### config.mk
export PLATFORM = sky130hd
export DESIGN_NAME = register_file_flat
export DESIGN_NICKNAME = d
export VERILOG_FILES = /design/src/rtl/register_file_if.sv /design/src/rtl/register_file.sv /design/src/flat_wrapper.sv
export SDC_FILE = /design/constraint.sdc
export NUM_CORES = 1
export LEC_CHECK = 0
export BUFFER_PORTS_ARGS = -buffer_cell sky130_fd_sc_hd__buf_2
export CORE_MARGIN = 2
export CORE_UTILIZATION = 55
export CTS_CLUSTER_SIZE = 25
export DETAILED_ROUTE_END_ITERATION = 8
export PLACE_DENSITY = 0.82
export SETUP_SLACK_MARGIN = 0.2
export SLEW_MARGIN = 20
export SYNTH_ARGS = -nofsm -noshare
export SYNTH_HDL_FRONTEND = slang
export SYNTH_SLANG_ARGS = --single-unit
export TNS_END_PERCENT = 30
### constraint.sdc
create_clock -name clk -period 1.4 [get_ports clk]
set_input_delay 0.07 -clock clk [delete_from_list [all_inputs] [get_ports clk]]
set_output_delay 0.07 -clock clk [all_outputs]
set_load 0.005 [all_outputs]
### src/rtl/register_file_if.sv
// register_file_if: register-file read/write bus (two combinational reads, one write)
interface register_file_if #(
  parameter int DATA_WIDTH = 24,
  parameter int ADDR_WIDTH = 5
);
  logic                  reg_write;
  logic [ADDR_WIDTH-1:0] read_reg_1;
  logic [ADDR_WIDTH-1:0] read_reg_2;
  logic [ADDR_WIDTH-1:0] write_reg;
  logic [DATA_WIDTH-1:0] write_data;
  logic [DATA_WIDTH-1:0] data_reg_1;
  logic [DATA_WIDTH-1:0] data_reg_2;
  modport master (output reg_write, read_reg_1, read_reg_2, write_reg, write_data, input data_reg_1, data_reg_2);
  modport slave (input reg_write, read_reg_1, read_reg_2, write_reg, write_data, output data_reg_1, data_reg_2);
endinterface

### src/rtl/register_file.sv
// register_file: 32x24 register file, async reset, sync write, two combinational reads, no bypass
module register_file #(
  parameter int DATA_WIDTH = 24,
  parameter int ADDR_WIDTH = 5,
  parameter int NUM_REGS   = 32
) (
  input logic clk,
  input logic rst_n,
  register_file_if.slave bus
);
  logic [DATA_WIDTH-1:0] regs [NUM_REGS];
  always_ff @(posedge clk or negedge rst_n)
    if (!rst_n) for (int i = 0; i < NUM_REGS; i++) regs[i] <= '0;
    else if (bus.reg_write) regs[bus.write_reg] <= bus.write_data;
  assign bus.data_reg_1 = regs[bus.read_reg_1];
  assign bus.data_reg_2 = regs[bus.read_reg_2];
endmodule

### src/flat_wrapper.sv
// flat-port wrapper written by rule: the top's interface ports become plain ports
module register_file_flat 
#(
  parameter int DATA_WIDTH = 24,
  parameter int ADDR_WIDTH = 5,
  parameter int NUM_REGS   = 32
)
  (clk, rst_n, bus_reg_write, bus_read_reg_1, bus_read_reg_2, bus_write_reg, bus_write_data, bus_data_reg_1, bus_data_reg_2);
  register_file_if #(.DATA_WIDTH(DATA_WIDTH), .ADDR_WIDTH(ADDR_WIDTH)) bus_i ();
  input logic clk;
  input logic rst_n;
  input wire logic [$bits(bus_i.reg_write)-1:0] bus_reg_write;
  input wire logic [$bits(bus_i.read_reg_1)-1:0] bus_read_reg_1;
  input wire logic [$bits(bus_i.read_reg_2)-1:0] bus_read_reg_2;
  input wire logic [$bits(bus_i.write_reg)-1:0] bus_write_reg;
  input wire logic [$bits(bus_i.write_data)-1:0] bus_write_data;
  output wire logic [$bits(bus_i.data_reg_1)-1:0] bus_data_reg_1;
  output wire logic [$bits(bus_i.data_reg_2)-1:0] bus_data_reg_2;
  assign bus_i.reg_write = bus_reg_write;
  assign bus_i.read_reg_1 = bus_read_reg_1;
  assign bus_i.read_reg_2 = bus_read_reg_2;
  assign bus_i.write_reg = bus_write_reg;
  assign bus_i.write_data = bus_write_data;
  assign bus_data_reg_1 = bus_i.data_reg_1;
  assign bus_data_reg_2 = bus_i.data_reg_2;
  register_file #(.DATA_WIDTH(DATA_WIDTH), .ADDR_WIDTH(ADDR_WIDTH), .NUM_REGS(NUM_REGS)) u_core (.clk(clk), .rst_n(rst_n), .bus(bus_i));
endmodule
Word level (Yosys, flattened, before mapping)
Cells that the tools add are included.
- output and inout bits: 48
- memories: 0
- logic and storage cells: 49
- register bits after elaboration: 768
- bits in read-only memories: 0
- RAM bits: 0
- bits of input ports: 42
- bits in latches: 0
- bitwise gates (word level): 3
- reduce and logical (&&, ||, !) cells: 1
- multiply operators: 0
- equality and inequality tests: 0
- multiplexer cells: 9
- add/sub/neg operators: 0
- div/mod/pow operators: 0
- shift operators: 0
- magnitude comparators: 4
- operators by type and width (operator ; number):
    bitwise mux 768 bit ; 1
    binary-select mux 24 bit (select 5 bit) ; 2
    demux 24 bit (select 5 bit) ; 1
    two-way mux 24 bit ; 5
    >= comparator 6 bit (second input constant) ; 3
    NOT 5 -> 6 bit ; 3
    < comparator 6 x 1 -> 1 bit (second input constant) ; 1
    logical AND 1 bit ; 1

Longest topological paths before layout
Gate-level depths: netlist (run 1).
- depth after elaboration: 6
- depth in mapped cells: 8
- depth with buffers taken out: 5

Least setup slack after synthesis (run 1)
Ideal clock, no wire load.
- path kind: input to register
- start point: input bus_write_reg[0]
- end point: register u_core.regs[171] in the netlist's numbering
- buffers on the path: 3
- stages on the path: 6
- path slack: -0.052 ns
- arrival: 1.327 ns
- cell sequence: buf_6 -> or3b_1 -> buf_6 -> nor2_8 -> buf_12 -> mux2_4
- cells in the longest elaborated chain, start to end: 6
- RTL lines (item ; line ; source):
    start: declaration ; flat_wrapper.sv:15 ; input wire logic [$bits(bus_i.write_reg)-1:0] bus_write_reg;
    NOT 5 -> 6 bit (implied by the code) * ; register_file.sv:14 ; else if (bus.reg_write) regs[bus.write_reg] <= bus.write_data;
    >= comparator 6 bit (implied by the code) / < comparator 6 x 1 -> 1 bit (equally long branches) ; register_file.sv:14 ;
    logical AND 1 bit (implied by the code) ; register_file.sv:14 ;
    two-way mux 24 bit (implied by the code) ; register_file.sv:14 ;
    demux 24 bit (select 5 bit) * ; register_file.sv:14 ;
    bitwise mux 768 bit * ; register_file.sv:14 ;
    end signal: indexed assignment ; register_file.sv:14 ;
    end: declaration ; register_file.sv:11 ; logic [DATA_WIDTH-1:0] regs [NUM_REGS];
Every way passes the cells marked *; elsewhere a longest branch is shown, timed or not.
A chain may end at the register's enable or synchronous reset.

Worst setup path after layout (run 1)
- start point: register u_core.regs[646] in the netlist's numbering
- end point: output bus_data_reg_1[22]
- cells in the longest elaborated chain, start to end: 3
- RTL lines (item ; line ; source):
    binary-select mux 24 bit (select 5 bit) ; register_file.sv:15 ; assign bus.data_reg_1 = regs[bus.read_reg_1];
    two-way mux 24 bit (implied by the code) (2 in a row) ; register_file.sv:15 ;
    end: declaration ; flat_wrapper.sv:17 ; output wire logic [$bits(bus_i.data_reg_1)-1:0] bus_data_reg_1;
Every way passes these cells. The select of a mux whose other input is x is not followed.

==> results of run 1 <==
==> repair_timing <==
item | 4_1_cts | 5_1_grt
endpoints found under the hold margin | 768 | 0
hold buffers | 2 | 0
pin swaps | 46 | 44
gates resized for setup | 58 | 32
buffers inserted | 3 | 7
endpoints found under the setup margin | 48 | 62
==> cell type report <==
class                   count  area (sq um)
well taps                1040          1301
clock inverters            30         296.5
fillers                  5202         26150
multi-input cells        2369         22340
flip-flops and latches    768         19220
repair buffers            460          5376
clock buffers             116          2401
diodes                      1         2.502
==> per-layer routing <==
metal,wire [um],vias to the layer above,part of all wire (%)
met3,10860,465,8.4
met4,7835,8,6.1
met5,48,-,0.037
li1,-,13290,-
met1,50140,16290,39
met2,60300,1663,47
==> through the flow <==
stage	hold WS, ns	util [%]	instances
floorplan	-0.2256	-	3475
global placement	-0.03397	61.80	4625
detailed placement	-0.03033	61.80	4625
CTS	0.06194	65.79	4776
global route	0.09316	66.07	4784
finish	0.08110	66.07	4784
==> power breakdown <==
part           internal, mW  switching, mW  total (mW)
combinational          8.00           6.59        14.6
sequential             26.6           3.68        30.2
clock                  12.8           9.04        21.9
total                  47.4           19.3        66.7
==> kinds of logic after synthesis <==
family / Yosys count / share of synthesized area, %
AND/OR/NAND/NOR: 401 / 4.973
multiplexers: 1536 / 38.84
buffers and inverters: 338 / 4.219
flip-flops: 768 / 45.07
AO/OA/AOI/OAI: 432 / 6.901
==> cell usage in the layout (no fill, tap or decap), drive strengths merged <==
master and count:
nand2b 4, buf 458, clkinvlp 4, nor3b 4
and3b 1, clkbuf 116, clkinv 18, a21oi 144
or2 3, nand2 163, dfrtp 768, bufinv 5
inv 3, mux2 768, nor2 19, a22oi 144
and2 2, and3 1, a31oi 48, mux2i 768
or3b 1, nand3 146, nor3 49, nor2b 4
diode 1, nand3b 4, dlymetal6s2s 1, a22o 96
dlygate4sd3 1
==> worst max path at each step <==
stage / startpoint / end / slack [ns] / cells after the start
after detailed placement: bus_read_reg_1[1] / bus_data_reg_1[12] / -0.34 / 9
after floorplan: bus_write_reg[0] / u_core.regs[75] / -0.02 / 6
after global placement: bus_read_reg_1[0] / bus_data_reg_1[10] / -0.35 / 9
after CTS: u_core.regs[699] / bus_data_reg_2[3] / -0.72 / 6
final: u_core.regs[646] / bus_data_reg_1[22] / -0.77 / 7
after global routing: u_core.regs[682] / bus_data_reg_1[10] / -0.79 / 7
==> worst register-to-register path: cells and delay by family, from the launching register on <==
| family | cells | cell delay, ns |
|---|---|---|
| buffers and inverters | 2 | 0.26 |
| muxes | 1 | 0.25 |
| DFF | 1 | 0.40 |
==> metrics.yaml, run 1 <==
outcome: "finished with violations"
violations: "design-rule violations, negative setup slack"
gr-usage-met1_pct: 40.73
reg2regPathDepth: 3
finClkSkew_ns: 0
setup_violations: 48
grt_usage_pct: 31.97
wl_mm: 129.2
grt_max_degree: 93
synth_area_sq_um: 42640
dieHeight_um: 282.4
synth.largest_area_cell: "dfrtp_1"
start_util_pct: 55.32
critPathBufInv: 2
largest_reg_flops: 768
worstMarginPinSlew_ns: 0.9647
ir_drop_v: 0.0009000
yosysUniqueCellTypes: 35
core_area_sq_um: 77080
grtUsageMet2_pct: 50.28
crit_fanout: 3
min_period_ns: 2.169
setup_slack_ns: -0.7688
min_to: "u_core.regs[272]"
maxSlewViolCount: 0
hp-class: "primary input to register"
port_buffers: 89
path_class: "register to output pin"
gp_congestion: 0.8718
critPathCaptureType: "output pin"
max_stage_delay_ns: 0.41
grt_antenna_before_repair: 5
avgRoutedWirePerCell_um: 27.00
total_power_mw: 66.72
clock.fmax_ghz: 0.4611
powerDensity_nw_per_um2: 1310
maxCapViolCount: 0
relSlewSlack_pct: 35.58
ff2ff_setup_slack_ns: 0.38
area_delta_synth_final_pct: 19.44
io_pins: 90
ys_warn_count: 0
crit_family: "flip-flops"
pre_cts_ws_ns: -0.3424
ant_nets: 0
postSynthCellCount: 3475
vias_per_cell: 6.629
grt_pass1_wl_mm: 194.9
rsz0062_at_grt: "true"
synth_seq_cells: 768
synth_flop_cell: "dfrtp_1"
async_flop_share_pct: 100.0
postSynthAreaPerCell_sq_um: 12.27
met3_usage_pct: 6.773
yosysSeqAreaShare_pct: 45.07
drive_gt1_share_pct: 38.58
rows: 102
reg2reg_to: "u_core.regs[626]"
top_usage_layer: "met2"
crit_chain: "mux2i_1 -> a22o_1 -> nor3_1 -> buf_4 -> a31oi_4 -> nand3_2 -> buf_6"
clkTransAtPathRegs_ns: 0.06
finalInstanceArea_sq_um: 50930
syn_nets: 3517
nets: 3721
p_leak_nw: 24.41
synth_top_area_share_pct: 45.07
cp-start-kind: "register"
synth_common_cells: "768 x dfrtp_1, 768 x mux2i_1, 676 x mux2_2, 148 x nand2_1, 146 x clkbuf_1"
cts_buffers: 80
grt-ovfl-total: 0
r2r_start: "u_core.regs[626]"
drc_errors: 1
required_ns: 1.33
clockRootBuffer: "clkbuf_16"
crit_path_top_delay_cell: "dfrtp_1"
largest_register: "u_core.regs"
drt-initial-drc-count: 3139
cts_tree: "built"
dr.pass1.iters: 9
hp-start: "bus_write_data[8]"
cp.arrival_ns: 2.10
num_vias: 31720
synth_edf_count: 0
clock-sinks: 768
ys_top_cells_by_area: "dfrtp_1 45%, mux2i_1 18%, mux2_2 18%, a22oi_1 2.5%, mux2_4 2.1%"
dpl.hpwl_mm: 82.25
top_regs: "u_core.regs (768)"
clock_latency_ns: 0.63
first_global_vias: 32500
final.period_utilization_pct: 154.9
htreeDepth: 3
min_path_cells: 2
finalHoldViolCount: 0
die_x_um: 282.4
tns_ns: -31.65
dpl_cell_area_sq_um: 47640
dieArea_sq_um: 79780
clockBufferDepth: 3
No activity file was read; power rests on OpenSTA's default activity.
==> run 2, diff against run 1 <==
--- a/config.mk
+++ b/config.mk
@@ -16,4 +16,4 @@
 export SYNTH_ARGS = -nofsm -noshare
 export SYNTH_HDL_FRONTEND = slang
 export SYNTH_SLANG_ARGS = --single-unit
-export TNS_END_PERCENT = 30
+export TNS_END_PERCENT = 20
==> run 2 against run 1 <==
Effect of this change:
- the run ends with negative setup slack left
- sequential share of layout area hardly changed
- cell area hardly changed
- setup slack worse by 0.038 ns
- critical path depth stayed put
- count of clock-buffer cells in the layout is 3 lower
- largest cell class unchanged
==> metrics.yaml, run 2 (synthesis results as in run 1) <==
largest_register: "u_core.regs"
path_class: "register to output pin"
rsz0062_at_grt: "true"
placed_cells: 4649
final.period_utilization_pct: 157.6
top_regs: "u_core.regs (768)"
p_leak_nw: 24.33
ff2ff_setup_slack_ns: 0.42
fillerInstances: 5172
total_power_mw: 66.24
ir_drop_v: 0.0008724
grt_antenna_before_repair: 4
final_cells: 4794
avgRoutedWirePerCell_um: 27.88
num_vias: 32410
most-common-layout-cells: "768 x dfrtp_1, 762 x mux2i_1, 676 x mux2_2"
clock_latency_ns: 0.63
setup_slack_ns: -0.8067
min_path_cells: 2
grt_pass1_wl_mm: 201.1
reg2reg_to: "u_core.regs[586]"
tns_ns: -31.79
cp-start-kind: "register"
ant_nets: 0
port_buffers: 89
vias_per_cell: 6.760
hp-start: "bus_write_data[1]"
violations: "negative setup slack"
powerDensity_nw_per_um2: 1302
crit_fanout: 3
grt-ovfl-total: 0
clkTransAtPathRegs_ns: 0.06
dr.pass1.iters: 6
grt_max_degree: 85
cts_tree: "built"
clockRootBuffer: "clkbuf_16"
gp_congestion: 0.8908
die_x_um: 282.4
dpl_cell_area_sq_um: 47600
drt-initial-drc-count: 3532
nets: 3733
cp.arrival_ns: 2.14
rows: 102
outcome: "finished with violations"
required_ns: 1.33
cts_buffers: 76
relSlewSlack_pct: 56.37
setup_violations: 48
pre_cts_ws_ns: -0.3996
final_common_cell: "dfrtp_1"
largest_reg_flops: 768
r2r_start: "u_core.regs[586]"
io_pins: 90
htreeDepth: 3
reg2regPathDepth: 2
first_global_vias: 33460
drc_errors: 0
finalInstanceArea_sq_um: 50890
hp-class: "primary input to register"
dieArea_sq_um: 79780
min_to: "u_core.regs[553]"
whs_ns: 0.07810
start_util_pct: 55.32
area_delta_synth_final_pct: 19.33
crit_path_top_delay_cell: "dfrtp_1"
min_period_ns: 2.207
clock.fmax_ghz: 0.4532
max_stage_delay_ns: 0.41
worstMarginPinSlew_ns: 0.6544
maxSlewViolCount: 0
wl_mm: 133.7
dieHeight_um: 282.4
grt_usage_pct: 32.96
maxCapViolCount: 0
drive_gt1_share_pct: 38.85
clock-sinks: 768
clockBufferDepth: 3
finalHoldViolCount: 0
finClkSkew_ns: 0
core_area_sq_um: 77080
crit_start: "u_core.regs[586]"
critPathCaptureType: "output pin"
dpl.hpwl_mm: 85.27
fin_util_pct: 66.01
crit_chain: "mux2i_1 -> a22o_1 -> nor3_1 -> buf_4 -> a31oi_4 -> nand3_2 -> buf_2"
-- run 2: cell type report --
class | count | area [sq um] | area share [%]
multi-input combinational | 2369 | 22300 | 43.83
timing repair buffer | 476 | 5492 | 10.79
clock inverter | 27 | 314.1 | 0.6172
tap | 1040 | 1301 | 2.557
sequential | 768 | 19220 | 37.77
antenna | 1 | 2.502 | 0.004918
clock buffer | 113 | 2255 | 4.431
-- run 2: what timing repair did --
item	CTS	global route
hold buffers	2	0
gates cloned	0	0
setup endpoints to repair	48	49
resized for setup	78	38
buffers inserted	2	0
endpoints found under the hold margin	768	0
pin swaps	45	42
-- run 2: worst max-delay path: cells and delay by family, from the launching register on --
| family | cells | cell delay, ns |
|---|---|---|
| and+or+nand+nor | 2 | 0.18 |
| muxes | 1 | 0.20 |
| AOI/OAI and AO/OA | 2 | 0.40 |
| DFF | 1 | 0.41 |
| buffers and inverters | 2 | 0.31 |
-- run 2: metal layers --
layer / global-route usage, % / vias up / part of all wire (%)
met5: 0.3053 / - / 0.034
met2: 51.15 / 1884 / 46
met1: 41.33 / 16690 / 38
li1: - / 13270 / -
met4: 21.15 / 8 / 6.7
met3: 7.938 / 560 / 9.5
-- run 2: power by group --
group | switching, mW | total (mW) | internal [mW]
registers | 3.79 | 30.3 | 26.6
clock network | 9.08 | 21.3 | 12.2
logic | 6.78 | 14.6 | 7.86
-- run 2: how the worst max path moves through the flow --
stage / to / slack (ns) / cells after the start
finish: bus_data_reg_1[10] / -0.81 / 7
global route: bus_data_reg_1[10] / -0.82 / 7
CTS: bus_data_reg_2[19] / -0.75 / 8
global placement: bus_data_reg_1[19] / -0.38 / 10
detailed placement: bus_data_reg_1[19] / -0.40 / 10
floorplan: u_core.regs[75] / -0.03 / 6
